### src/rtl/lppm_frame_decoder.sv
// lppm_frame_decoder
// L-PPM receive decoder with L = 2^BPS. It oversamples din at OSR clocks per chip and
// resyncs the chip phase on falling edges. It matches SOF, slices 2M-chip symbols into
// bytes MSB first, and ends a frame on EOF. Illegal symbols and over-length frames
// raise err.
// Optional build macro: PPM_DEC_MAJORITY_EN. When defined, each chip is a 2-of-3
// majority of the samples at phases OSR/2-1, OSR/2 and OSR/2+1. This adds one cycle
// of decision latency.
module lppm_frame_decoder #(
  parameter int                 OSR       = 16,
  parameter int                 BPS       = 2,
  parameter int                 SOF_LEN   = 8,
  parameter logic [SOF_LEN-1:0] SOF_PAT   = 8'b01111011,
  parameter int                 EOF_LEN   = 4,
  parameter logic [EOF_LEN-1:0] EOF_PAT   = 4'b1101,
  parameter int                 MAX_BYTES = 255
) (
  input  logic                           clk,
  input  logic                           rst,
  input  logic                           din,
  output logic [7:0]                     dout,
  output logic                           d_en,
  output logic                           f_en,
  output logic                           f_end,
  output logic                           err,
  output logic [$clog2(MAX_BYTES+1)-1:0] frame_len,
  output logic                           busy
);
  localparam int LEN_W = $clog2(MAX_BYTES+1);
  localparam int M     = 1 << BPS;
  localparam int SYM_N = 2 * M;
  localparam int SPB   = 8 / BPS;
  localparam int PH_W  = $clog2(OSR);
  localparam int SC_W  = $clog2(SYM_N);
  localparam int CC_W  = $clog2(SOF_LEN);
  localparam int NB_W  = $clog2(SPB);
`ifdef PPM_DEC_MAJORITY_EN
  localparam int DEC_PH = OSR/2 + 1;
`else
  localparam int DEC_PH = OSR/2;
`endif

  typedef enum logic [1:0] {IDLE, HUNT, DATA} state_t;
  state_t state, state_nx;

  logic [1:0]       sync;
  logic             fall, chip_val, chip_tick;
  logic [PH_W-1:0]  phase;
  logic [CC_W-1:0]  chip_ctr;
  logic [SOF_LEN-2:0] sof_sr;
  logic [SOF_LEN-1:0] sof_next;
  logic [SYM_N-2:0] sym_sr;
  logic [SYM_N-1:0] sym_next;
  logic [SC_W-1:0]  sym_ctr;
  logic [NB_W-1:0]  nib_ctr;
  logic [7-BPS:0]   byte_sr;
  logic [7:0]       byte_new;
  logic [LEN_W-1:0] byte_ctr;
  logic             sym_ok;
  logic [BPS-1:0]   sym_val;
  logic             f_en_nx, f_end_nx, d_en_nx, err_nx;

  assign fall      = sync[1] & ~sync[0];
  assign busy      = (state != IDLE);
  assign chip_tick = (state != IDLE) && (phase == PH_W'(DEC_PH));
  assign sof_next  = {sof_sr, chip_val};
  assign sym_next  = {sym_sr, chip_val};
  assign byte_new  = {byte_sr, sym_val};

`ifdef PPM_DEC_MAJORITY_EN
  logic s_a, s_b;
  // Capture the two samples preceding the decision phase for the majority vote.
  always_ff @(posedge clk or posedge rst) begin
    if (rst) begin
      s_a <= 1'b0;
      s_b <= 1'b0;
    end else begin
      if (phase == PH_W'(OSR/2-1)) s_a <= sync[0];
      if (phase == PH_W'(OSR/2))   s_b <= sync[0];
    end
  end
  assign chip_val = (s_a & s_b) | (s_a & sync[0]) | (s_b & sync[0]);
`else
  assign chip_val = sync[0];
`endif

  // A legal symbol is all ones except a single zero at odd chip 2k+1, where chip 0 comes first.
  always_comb begin
    sym_ok  = 1'b0;
    sym_val = '0;
    for (int k = 0; k < M; k++) begin
      if (sym_next == ~(SYM_N'(1) << (SYM_N-2-2*k))) begin
        sym_ok  = 1'b1;
        sym_val = BPS'(k);
      end
    end
  end

  // State register.
  always_ff @(posedge clk or posedge rst) begin
    if (rst) state <= IDLE;
    else     state <= state_nx;
  end

  // Next state and strobe decisions. The EOF check takes priority over the symbol check.
  always_comb begin
    state_nx = state;
    f_en_nx  = 1'b0;
    f_end_nx = 1'b0;
    d_en_nx  = 1'b0;
    err_nx   = 1'b0;
    case (state)
      IDLE: if (fall) state_nx = HUNT;
      HUNT: if (chip_tick && chip_ctr == CC_W'(SOF_LEN-1)) begin
        if (sof_next == SOF_PAT) begin
          state_nx = DATA;
          f_en_nx  = 1'b1;
        end else begin
          state_nx = IDLE;
        end
      end
      DATA: if (chip_tick) begin
        if (sym_ctr == SC_W'(EOF_LEN-1) && sym_next[EOF_LEN-1:0] == EOF_PAT) begin
          f_end_nx = 1'b1;
          err_nx   = (nib_ctr != '0);
          state_nx = IDLE;
        end else if (sym_ctr == SC_W'(SYM_N-1)) begin
          if (!sym_ok) begin
            err_nx   = 1'b1;
            state_nx = IDLE;
          end else if (nib_ctr == NB_W'(SPB-1)) begin
            if (byte_ctr == LEN_W'(MAX_BYTES)) begin
              err_nx   = 1'b1;
              state_nx = IDLE;
            end else begin
              d_en_nx = 1'b1;
            end
          end
        end
      end
      default: state_nx = IDLE;
    endcase
  end

  // Datapath: synchroniser, phase recovery, chip/symbol/byte shifting, registered strobes.
  always_ff @(posedge clk or posedge rst) begin
    if (rst) begin
      sync      <= '0;
      phase     <= '0;
      chip_ctr  <= '0;
      sof_sr    <= '0;
      sym_sr    <= '0;
      sym_ctr   <= '0;
      nib_ctr   <= '0;
      byte_sr   <= '0;
      byte_ctr  <= '0;
      dout      <= '0;
      frame_len <= '0;
      d_en      <= 1'b0;
      f_en      <= 1'b0;
      f_end     <= 1'b0;
      err       <= 1'b0;
    end else begin
      sync  <= {sync[0], din};
      d_en  <= d_en_nx;
      f_en  <= f_en_nx;
      f_end <= f_end_nx;
      err   <= err_nx;

      // An edge at the sample phase is treated as noise and does not move the phase.
      if (state == IDLE || (fall && phase != PH_W'(OSR/2))) phase <= '0;
      else if (phase == PH_W'(OSR-1))                       phase <= '0;
      else                                                  phase <= phase + 1'b1;

      if (state == IDLE) begin
        chip_ctr <= '0;
      end else if (state == HUNT && chip_tick) begin
        sof_sr   <= sof_next[SOF_LEN-2:0];
        chip_ctr <= chip_ctr + 1'b1;
      end

      if (f_en_nx) begin
        sym_ctr  <= '0;
        nib_ctr  <= '0;
        byte_ctr <= '0;
      end else if (state == DATA && chip_tick) begin
        sym_sr <= sym_next[SYM_N-2:0];
        if (sym_ctr == SC_W'(SYM_N-1)) begin
          sym_ctr <= '0;
          byte_sr <= byte_new[7-BPS:0];
          nib_ctr <= (nib_ctr == NB_W'(SPB-1)) ? '0 : nib_ctr + 1'b1;
        end else begin
          sym_ctr <= sym_ctr + 1'b1;
        end
      end

      if (d_en_nx) begin
        dout     <= byte_new;
        byte_ctr <= byte_ctr + 1'b1;
      end
      if (f_end_nx) frame_len <= byte_ctr;
    end
  end
endmodule

### config.mk
export PLATFORM = sky130hd
export DESIGN_NAME = lppm_frame_decoder
export DESIGN_NICKNAME = d
export VERILOG_FILES = /design/src/rtl/lppm_frame_decoder.sv
export SDC_FILE = /design/constraint.sdc
export NUM_CORES = 1
export LEC_CHECK = 0
export CORE_MARGIN = 3
export CORE_UTILIZATION = 40
export DETAILED_ROUTE_END_ITERATION = 8
export GPL_ROUTABILITY_DRIVEN = 1
export GPL_TIMING_DRIVEN = 0
export PLACE_DENSITY = 0.69
export SKIP_CTS_REPAIR_TIMING = 1
export SYNTH_ARGS = -nofsm -noshare
export SYNTH_HDL_FRONTEND = slang
export SYNTH_SLANG_ARGS = --single-unit
### constraint.sdc
create_clock -name clk -period 4.6 [get_ports clk]
set_input_delay 0.69 -clock clk [delete_from_list [all_inputs] [get_ports clk]]
set_output_delay 0.69 -clock clk [all_outputs]
set_load 0.03 [all_outputs]
==> results.md, run 1 <==
* CTS tree: yes
* FP Rows at 30
* Outcome: finished clean
* Drt drc at 0
* Drt total wl at 5140 um
* Vias/cell at 4.94
* GRT Total Usage at 14.4%
* Clk sinks at 64
* Crit-path slowest cell: clkdlybuf4s50_1
* Most frequent cells in the layout: dfrtp_1 (64), nand2_1 (44), mux2_2 (24)
* WL per Instance at 13.1 um
* Final slew viol count at 0
* Final net count at 306
* HPWL Detailed at 3700 um
* Seq/Total Area, Yosys at 55.9%
* Setup_tns at 0 ns
* Util after Layout at 50.1%
* Antenna viol nets, final at 0
* Design area at 3440 um2
* Avg Inst Size Synth at 11.1 um2
* Setup ws final at 2.03 ns
* Initial DRT Pass Iterations at 4
* Largest net degree at the start of global routing at 38
* Final Critical Period at 2.57 ns
* Initial Util at 41.7%
* Die height at 90.6 um
* Synth warn at 0
* CP Launch Type: register
* Dpl ws at 2.25 ns
* Req. time, crit path at 3.91 ns
* Post-DP Area at 3240 um2
* Vias in the first global route at 2005
* GR Overflow Total at 0
* Clk buf depth at 2
* Leak at 1.60 nW
* Peak VDD IR at 0.247 mV
* First-pass GRT wire length at 9410 um
* Max-cap viol count at 0
* Htree depth at 3
* Initial drt markers at 64
* Syn Nets at 271
* Rel. slew slack at 59.6%
* TritonCTS buffer count at 9
* IO Pins at 24
* Max incr delay on CP at 0.62 ns
* RSZ-0062 raised after global routing: no
* Final hold vios at 0
* Part of the cycle the worst path needs at 55.8%
* Die ar. at 8210 um2
* Critical Path AT at 1.88 ns
* Via Count at 1947
* N_diodes at 0
* Root Buffer: clkbuf_8
* Worst-Skew Late Latency at 0.35 ns
* Cell count after synthesis at 258
* Die width at 90.6 um
* Layout cells sized above 1 at 17.4%
* Crit Path Max Fanout at 7
* Clock-pin slew on the worst setup and hold paths at 0.07 ns
* Layout area overhead at 20.1%
* CP Cell Sequence: or2_2 -> clkbuf_1 -> clkdlybuf4s50_1
* Commonest non-fill, non-tap cell in the layout: dfrtp_1
* Synth cell types at 38
* Clk_skew at 0.00940 ns
* Final Setup Violations at 0
* Worst slew pin tran at 0.605 ns
* Hold Path Class: reg2reg
* Netlist Area Pre-Place at 2870 um2
* Yosys reg bits at 64
* Max Clock Freq at 389 MHz
* Pwr/cell area at 351 nW/um2
* Routability cong. at 0.740
* Crit end category: output port
* Core area at 6870 um2
* Crit Path Class: reg2out
* IO Port Bufs at 23
* Initial antenna violation count at 0
==> where the power goes <==
part	switching [mW]	internal, mW	leakage (nW)
Sequential	0.0309	0.597	0.875
Clock	0.221	0.266	0.0989
Combinational	0.0470	0.0472	0.625
Total	0.299	0.910	1.60
==> per-layer routing <==
layer	up-vias	routed length (um)	global-route usage [%]
li1	953	-	-
met1	954	2300	17.5
met2	32	2520	23.3
met3	8	236	5.33
met4	0	80	5.48
met5	-	0	0
==> final cells by class <==
class                           count  area, um2
Fill cell                         641       3430
Clock buffer                       10        138
Multi-Input combinational cell    171       1160
Clock inverter                      6       67.6
Buffer                             10       51.3
Sequential cell                    64       1600
Timing Repair Buffer               24        250
Inverter                           13       48.8
Tap cell                           96        120
==> cells in the mapped netlist (all sizes together) <==
cell / n / area [um2]
nand4: 2 / 12.5
nor3b: 2 / 20.0
a311oi: 3 / 26.3
mux2i: 2 / 20.0
o21ai: 20 / 100
xor2: 2 / 17.5
inv: 13 / 48.8
nor4b: 1 / 23.8
or3: 1 / 6.26
dfrtp: 64 / 1600
clkbuf: 6 / 22.5
nand3b: 5 / 37.5
o31ai: 2 / 15.0
o211ai: 2 / 15.0
nor3: 2 / 10.0
nand4b: 3 / 26.3
xnor2: 4 / 35.0
nand3: 14 / 70.1
nor2: 10 / 40.0
nand2: 44 / 165
and3: 3 / 18.8
nand2b: 3 / 18.8
a21o: 1 / 7.51
a2111oi: 1 / 8.76
and3b: 3 / 26.3
a31oi: 1 / 6.26
buf: 4 / 28.8
a22o: 1 / 8.76
mux2: 24 / 270
or2: 3 / 18.8
ha: 10 / 125
a22oi: 1 / 7.51
nor2b: 1 / 6.26
==> sequential cells by signal (all words and copies together) (netlist names), 2 cells and up <==
name and cells:
state 2, phase 4, sym_ctr 3, sof_sr 7, chip_ctr 3, byte_sr 6
dout 8, frame_len 8, sym_sr 7, sync 2, nib_ctr 2, byte_ctr 8
==> metrics by stage <==
step           cells  power [mW]  hold WS [ns]
5_1_grt          394        1.28         0.404
3_3_place_gp     377       0.725         0.362
4_1_cts          394        1.23         0.396
3_5_place_dp     378       0.736         0.381
2_1_floorplan    258       0.707         0.355
6_report         394        1.21         0.389
==> critical path, delay by kind of cell, from the launching register on <==
kind                   cells  cell delay (ns)
buffers and inverters      2             0.79
DFF                        1             0.43
and+or+nand+nor            1             0.31
==> path summary, 6_finish.rpt <==
check                      slack [ns]  cells past startpoint        from          end
setup reg to reg                 2.26                      7  sym_ctr[0]  byte_ctr[6]
setup / recovery                 2.03                      3    state[0]         busy
hold / removal                   0.39                      0     sync[0]      sync[1]
min in group asynchronous        0.74                      2         rst    sof_sr[5]
max in group asynchronous        3.27                      3         rst    sym_sr[3]
hold reg to reg                  0.39                      0     sync[0]      sync[1]
==> cells by family (layout without fill, tap and decap cells) <==
group	count (synthesis)	count (layout)	share of synthesized area (%)
fa+ha+maj	10	10	4.37
simple gates	97	97	17.5
buf+inv	23	63	3.49
xor+xnor	6	6	1.83
mux	26	26	10.1
flops	64	64	55.9
compound gates	32	32	6.81
No activity file was read; power rests on OpenSTA's default activity.
==> inputs of run 2 (changes only) <==
Settings changed: PLACE_DENSITY 0.69 to 0.71.
Clock period 4.6 ns to 2.25 ns, I/O delays scaled along.
==> run 2 against run 1 <==
- sequential power increased by 100%
- non-clock buffer count rose by 3
- sequential share of layout area shrank 1.0 points
- register-to-register slack worse by 2.2 ns
- clock power grew 130%
- highest routed layer unchanged
- clock skew shrank 0.0025 ns
==> results.md, run 2 (synthesized netlist as in run 1, its figures left out) <==
* Clock-pin slew on the worst setup and hold paths at 0.07 ns (about the same)
* TritonCTS buffer count at 9 (unchanged)
* Hold Path Class: reg2reg
* Die height at 90.6 um (unchanged)
* Layout area overhead at 22.8%
* IO Pins at 24 (unchanged)
* Post-DP Area at 3240 um2 (unchanged)
* Final hold vios at 0 (unchanged)
* Initial DRT Pass Iterations at 4 (unchanged)
* CTS tree: yes
* Via Count at 1967 (+1.0%)
* Worst-Skew Late Latency at 0.34 ns (about the same)
* Commonest non-fill, non-tap cell in the layout: dfrtp_1
* Setup ws final at 0.0900 ns (-1.94 ns)
* Crit Path Max Fanout at 4 (-3)
* Dpl ws at -0.0750 ns (-2.33 ns)
* Setup_tns at 0 ns (unchanged)
* GR Overflow Total at 0 (unchanged)
* Final net count at 309 (+0.98%)
* Leak at 1.62 nW (+1.3%)
* Post-Place Cells at 378 (unchanged)
* Part of the cycle the worst path needs at 96.0%
* Initial drt markers at 82 (+28%)
* Net Sw Frac at 24.3% (-0.42 points)
* FP Rows at 30 (unchanged)
* Peak VDD IR at 0.557 mV (+130%)
* Design area at 3520 um2 (+2.2%)
* GRT Total Usage at 13.5% (-0.91 points)
* Layout cells sized above 1 at 19.9% (+2.5 points)
* Final Setup Violations at 0 (unchanged)
* Vias/cell at 4.95 (+0.26%)
* HPWL Detailed at 3580 um (-3.3%)
* Drt total wl at 5100 um (-0.86%)
* Switch Pwr at 0.627 mW (+110%)
* Die width at 90.6 um (unchanged)
* Req. time, crit path at 2.51 ns (-1.40 ns)
* Die ar. at 8210 um2 (unchanged)
* Max Clock Freq at 463 MHz
* Sequential share of power at 49.7% (-2.2 points)
* Worst slew pin tran at 0.668 ns (+0.0629 ns)
* First-pass GRT wire length at 8860 um (-5.9%)
* Critical Path AT at 2.42 ns (+0.54 ns)
* Htree depth at 3 (unchanged)
* Gate power share at 7.6% (-0.2 points)
* Initial antenna violation count at 0 (unchanged)
* CP Launch Type: register
* Outcome: finished clean
* Drt drc at 0 (unchanged)
* Crit Path Class: reg2reg
* Vias in the first global route at 1922 (-4.1%)
* # fillers at 628 (-2.0%)
* Final slew viol count at 0 (unchanged)
* Internal at 1.95 mW (+110%)
* Clk sinks at 64 (unchanged)
* Layout Cells excl Fill at 397 (+0.76%)
* Core area at 6870 um2 (unchanged)
* Pwr/cell area at 734 nW/um2 (+110%)
* Largest net degree at the start of global routing at 34 (-11%)
* Root Buffer: clkbuf_8
* Routability cong. at 0.787 (+6.3%)
* Clock share of power at 42.8% (+2.5 points)
* Most frequent cells in the layout: dfrtp_1 (64), nand2_1 (43), mux2_2 (24)
* IO Port Bufs at 23 (unchanged)
* Clk buf depth at 2 (unchanged)
* Antenna viol nets, final at 0 (unchanged)
* RSZ-0062 raised after global routing: yes
* Crit end category: register
* Final Critical Period at 2.16 ns
* Clk_skew at 0.00692 ns (-0.00248 ns)
* Max-cap viol count at 0 (unchanged)
* Biggest regs: byte_ctr (8), dout (8), frame_len (8)
* Initial Util at 41.7% (unchanged)
* Rel. slew slack at 55.4% (-4.2 points)
* N_diodes at 0 (unchanged)
* WL per Instance at 12.8 um (-1.6%)
-- run 2: cell types whose count changed in the layout (fill, tap and decap cells not counted), moves of 2 or more --
cell,delta
and3b_1,-2
ha_4,+2
and3b_2,+2
ha_1,-2
inv_6,+2
buf_4,+3
-- run 2: power by group through the flow --
stage | registers [mW] | logic, mW | clock network [mW]
5_1_grt | 1.29 | 0.235 | 1.20
3_3_place_gp | 1.30 | 0.184 | 0
4_1_cts | 1.28 | 0.201 | 1.15
2_1_floorplan | 1.29 | 0.159 | 0
3_5_place_dp | 1.30 | 0.199 | 0
6_report | 1.28 | 0.195 | 1.10
-- run 2: final timing paths --
check | from | slack, ns | end | cells past startpoint
max in group asynchronous | rst | 1.23 | frame_len[4] | 3
worst max-delay path | sym_ctr[1] | 0.09 | byte_ctr[2] | 8
worst max register to register | sym_ctr[1] | 0.09 | byte_ctr[2] | 8
worst min register to register | sync[0] | 0.38 | sync[1] | 0
worst min-delay path | sync[0] | 0.38 | sync[1] | 0
min in group asynchronous | rst | 0.41 | dout[4] | 2
-- run 2: final cells by class --
cell class	instances	area, um2	area share, %
multi-input combinational	171	1190	33.9
clock buffer	9	124	3.52
sequential	64	1600	45.5
clock inverter	7	103	2.92
buffer	10	51.3	1.46
inverter	13	48.8	1.39
timing repair buffer	27	275	7.83
tap	96	120	3.42
-- run 2: per-stage QoR --
stage	hold slack (ns)	power [mW]	utilization, %
floorplan	0.355	1.44	-
global placement	0.360	1.48	46.8
detailed placement	0.365	1.50	47.1
CTS	0.382	2.63	50.4
global route	0.411	2.73	51.2
finish	0.380	2.58	51.2
-- run 2: routing by layer --
layer,GRT usage (%),routed length [um],vias to the layer above
met3,5.58,237,3
met2,22.1,2560,33
met5,0,0,-
met4,3.70,35,0
li1,-,-,968
met1,16.5,2260,963
-- run 2: critical path, cell delays in order (launching register included) --
cell	delay (ns)
dfrtp_1	0.40
ha_4	0.17
ha_4	0.14
and3b_2	0.20
nand2_2	0.10
nor4b_4	0.42
buf_4	0.19
mux2_2	0.32
o21ai_0	0.14
==> inputs of run 3 (changes only) <==
Settings changed: CORE_UTILIZATION 40 to 50, PLACE_DENSITY 0.71 to 0.83.
==> run 3 against run 2 <==
- clock skew is 0.00084 ns lower
- sequential power hardly changed
- via count stayed put
- critical endpoint is now byte_ctr[6]
- largest power group unchanged
==> results.md, run 3 (synthesized netlist as in run 1, its figures left out) <==
* R2r setup slk at 0.06 ns (-0.03 ns)
* Req. time, crit path at 2.48 ns (-0.03 ns)
* Root Buffer: clkbuf_8
* Die height at 81.7 um (-9.9%)
* Total Power at 2.37 mW (-8.2%)
* M1 wire length at 2250 um (-0.40%)
* Met2 WL at 2660 um (+3.9%)
* Max Clock Freq at 456 MHz (-1.5%)
* Hold Path Class: reg2reg
* Critical Path AT at 2.42 ns (about the same)
* Largest net degree at the start of global routing at 34 (unchanged)
* Outcome: finished clean
* Antenna viol nets, final at 0 (unchanged)
* Initial drt markers at 134 (+63%)
* Peak VDD IR at 0.701 mV (+26%)
* Setup_tns at 0 ns (unchanged)
* Initial DRT Pass Iterations at 4 (unchanged)
* R2r endpoint: byte_ctr[6]
* Core area at 5340 um2 (-22%)
* Final net count at 307 (-0.65%)
* Worst slew pin tran at 0.678 ns (+0.00984 ns)
* Htree depth at 3 (unchanged)
* Rel. slew slack at 54.8% (-0.66 points)
* Vias/cell at 5.37 (+8.5%)
* Die width at 81.7 um (-9.9%)
* Pwr/cell area at 692 nW/um2 (-5.7%)
* Post-DP Area at 3200 um2 (-1.0%)
* IO Pins at 24 (unchanged)
* Worst reg-to-reg path cell count at 8 (unchanged)
* Via Count at 1967 (unchanged)
* TritonCTS buffer count at 9 (unchanged)
* Clk buf depth at 2 (unchanged)
* Vias in the first global route at 1879 (-2.2%)
* Commonest non-fill, non-tap cell in the layout: dfrtp_1
* GRT Total Usage at 18.0% (+4.5 points)
* Util after Layout at 64.1% (+13 points)
* WL per Instance at 14.3 um (+11%)
* IO Port Bufs at 23 (unchanged)
* RSZ-0062 raised after global routing: yes
* Final slew viol count at 0 (unchanged)
* Crit end category: register
* HPWL Detailed at 3670 um (+2.5%)
* Part of the cycle the worst path needs at 97.5% (+1.5 points)
* Biggest regs: byte_ctr (8), dout (8), frame_len (8)
* Met3 routed wirelength at 237 um (unchanged)
* Crit Path Max Fanout at 7 (+3)
* Layout cells sized above 1 at 18.2% (-1.7 points)
* Drt total wl at 5220 um (+2.4%)
* Clock-pin slew on the worst setup and hold paths at 0.06 ns (about the same)
* Max-cap viol count at 0 (unchanged)
* Die ar. at 6670 um2 (-19%)
* First-pass GRT wire length at 8850 um (-0.16%)
* FP Rows at 26 (-13%)
* Drt drc at 0 (unchanged)
* Reg2Reg Launch Point: sym_ctr[0]
* Crit Path Class: reg2reg
* Layout area overhead at 19.4%
* Worst setup path start: sym_ctr[0]
* Routability cong. at 0.822 (+4.5%)
* Most frequent cells in the layout: dfrtp_1 (64), nand2_1 (43), mux2_2 (24)
* Final Setup Violations at 0 (unchanged)
* Clk sinks at 64 (unchanged)
* Fin Hold WS at 0.371 ns (-0.00992 ns)
* Clk_skew at 0.00609 ns (-0.000837 ns)
* Design area at 3420 um2 (-2.7%)
* Initial antenna violation count at 0 (unchanged)
* Initial Util at 53.7% (+12 points)
* GR Overflow Total at 0 (unchanged)
* CP Launch Type: register
* CTS tree: yes
* Final hold vios at 0 (unchanged)
* N_diodes at 0 (unchanged)
* Crit path to: byte_ctr[6]
* Leak at 1.60 nW (-1.5%)
* DR top layer: met4
* Worst-Skew Late Latency at 0.33 ns (about the same)
* Final Critical Period at 2.19 ns (+0.0339 ns)
run 3: cell count changes in the layout (fill, tap and decap cells not counted), moves of 2 or more:
cell / change
bufinv_16: -2
and3b_2: -2
clkbuf_8: +4
inv_6: -3
buf_4: -2
and3b_1: +2
run 3: routing by layer:
layer,global-route usage [%],vias to the layer above
li1,-,954
met1,22.1,967
met2,29.4,39
met3,5.92,7
met4,7.48,0
met5,0,-
run 3: cell type report:
type | count | area [um2]
plain buffers | 10 | 52.6
clock buffers | 13 | 179
fillers | 428 | 1910
inverters | 13 | 48.8
multi-input cells | 171 | 1190
flip-flops and latches | 64 | 1600
well taps | 70 | 87.6
repair buffers | 25 | 260
run 3: critical path: stages, from the launching register on:
cell and delay [ns]:
dfrtp_1 0.38, ha_2 0.22, ha_4 0.15, and3b_1 0.20, nand2_2 0.11, nor4b_4 0.27, buf_4 0.19, mux2_2 0.34
a22o_1 0.22
run 3: how the worst min path moves through the flow:
stage	slack (ns)	endpoint	depth (start not counted)	startpoint
final	0.37	sync[1]	0	sync[0]
after global routing	0.39	sync[1]	0	sync[0]
after detailed placement	0.36	sync[1]	0	sync[0]
after floorplan	0.35	sync[1]	0	sync[0]
after CTS	0.37	sync[1]	0	sync[0]
after global placement	0.36	sync[1]	0	sync[0]
run 3: power breakdown:
group	leakage (nW)	switching [mW]	total, mW	internal, mW
Combinational	0.628	0.102	0.199	0.0977
Sequential	0.875	0.0626	1.28	1.22
Clock	0.0935	0.383	0.885	0.502
run 3: stage by stage:
stage                     cells  setup slack, ns
after global placement      351           -0.717
after detailed placement    352          -0.0618
final                       366           0.0561
after global routing        366          -0.0261
after CTS                   365           -0.124
after floorplan             258            0.186
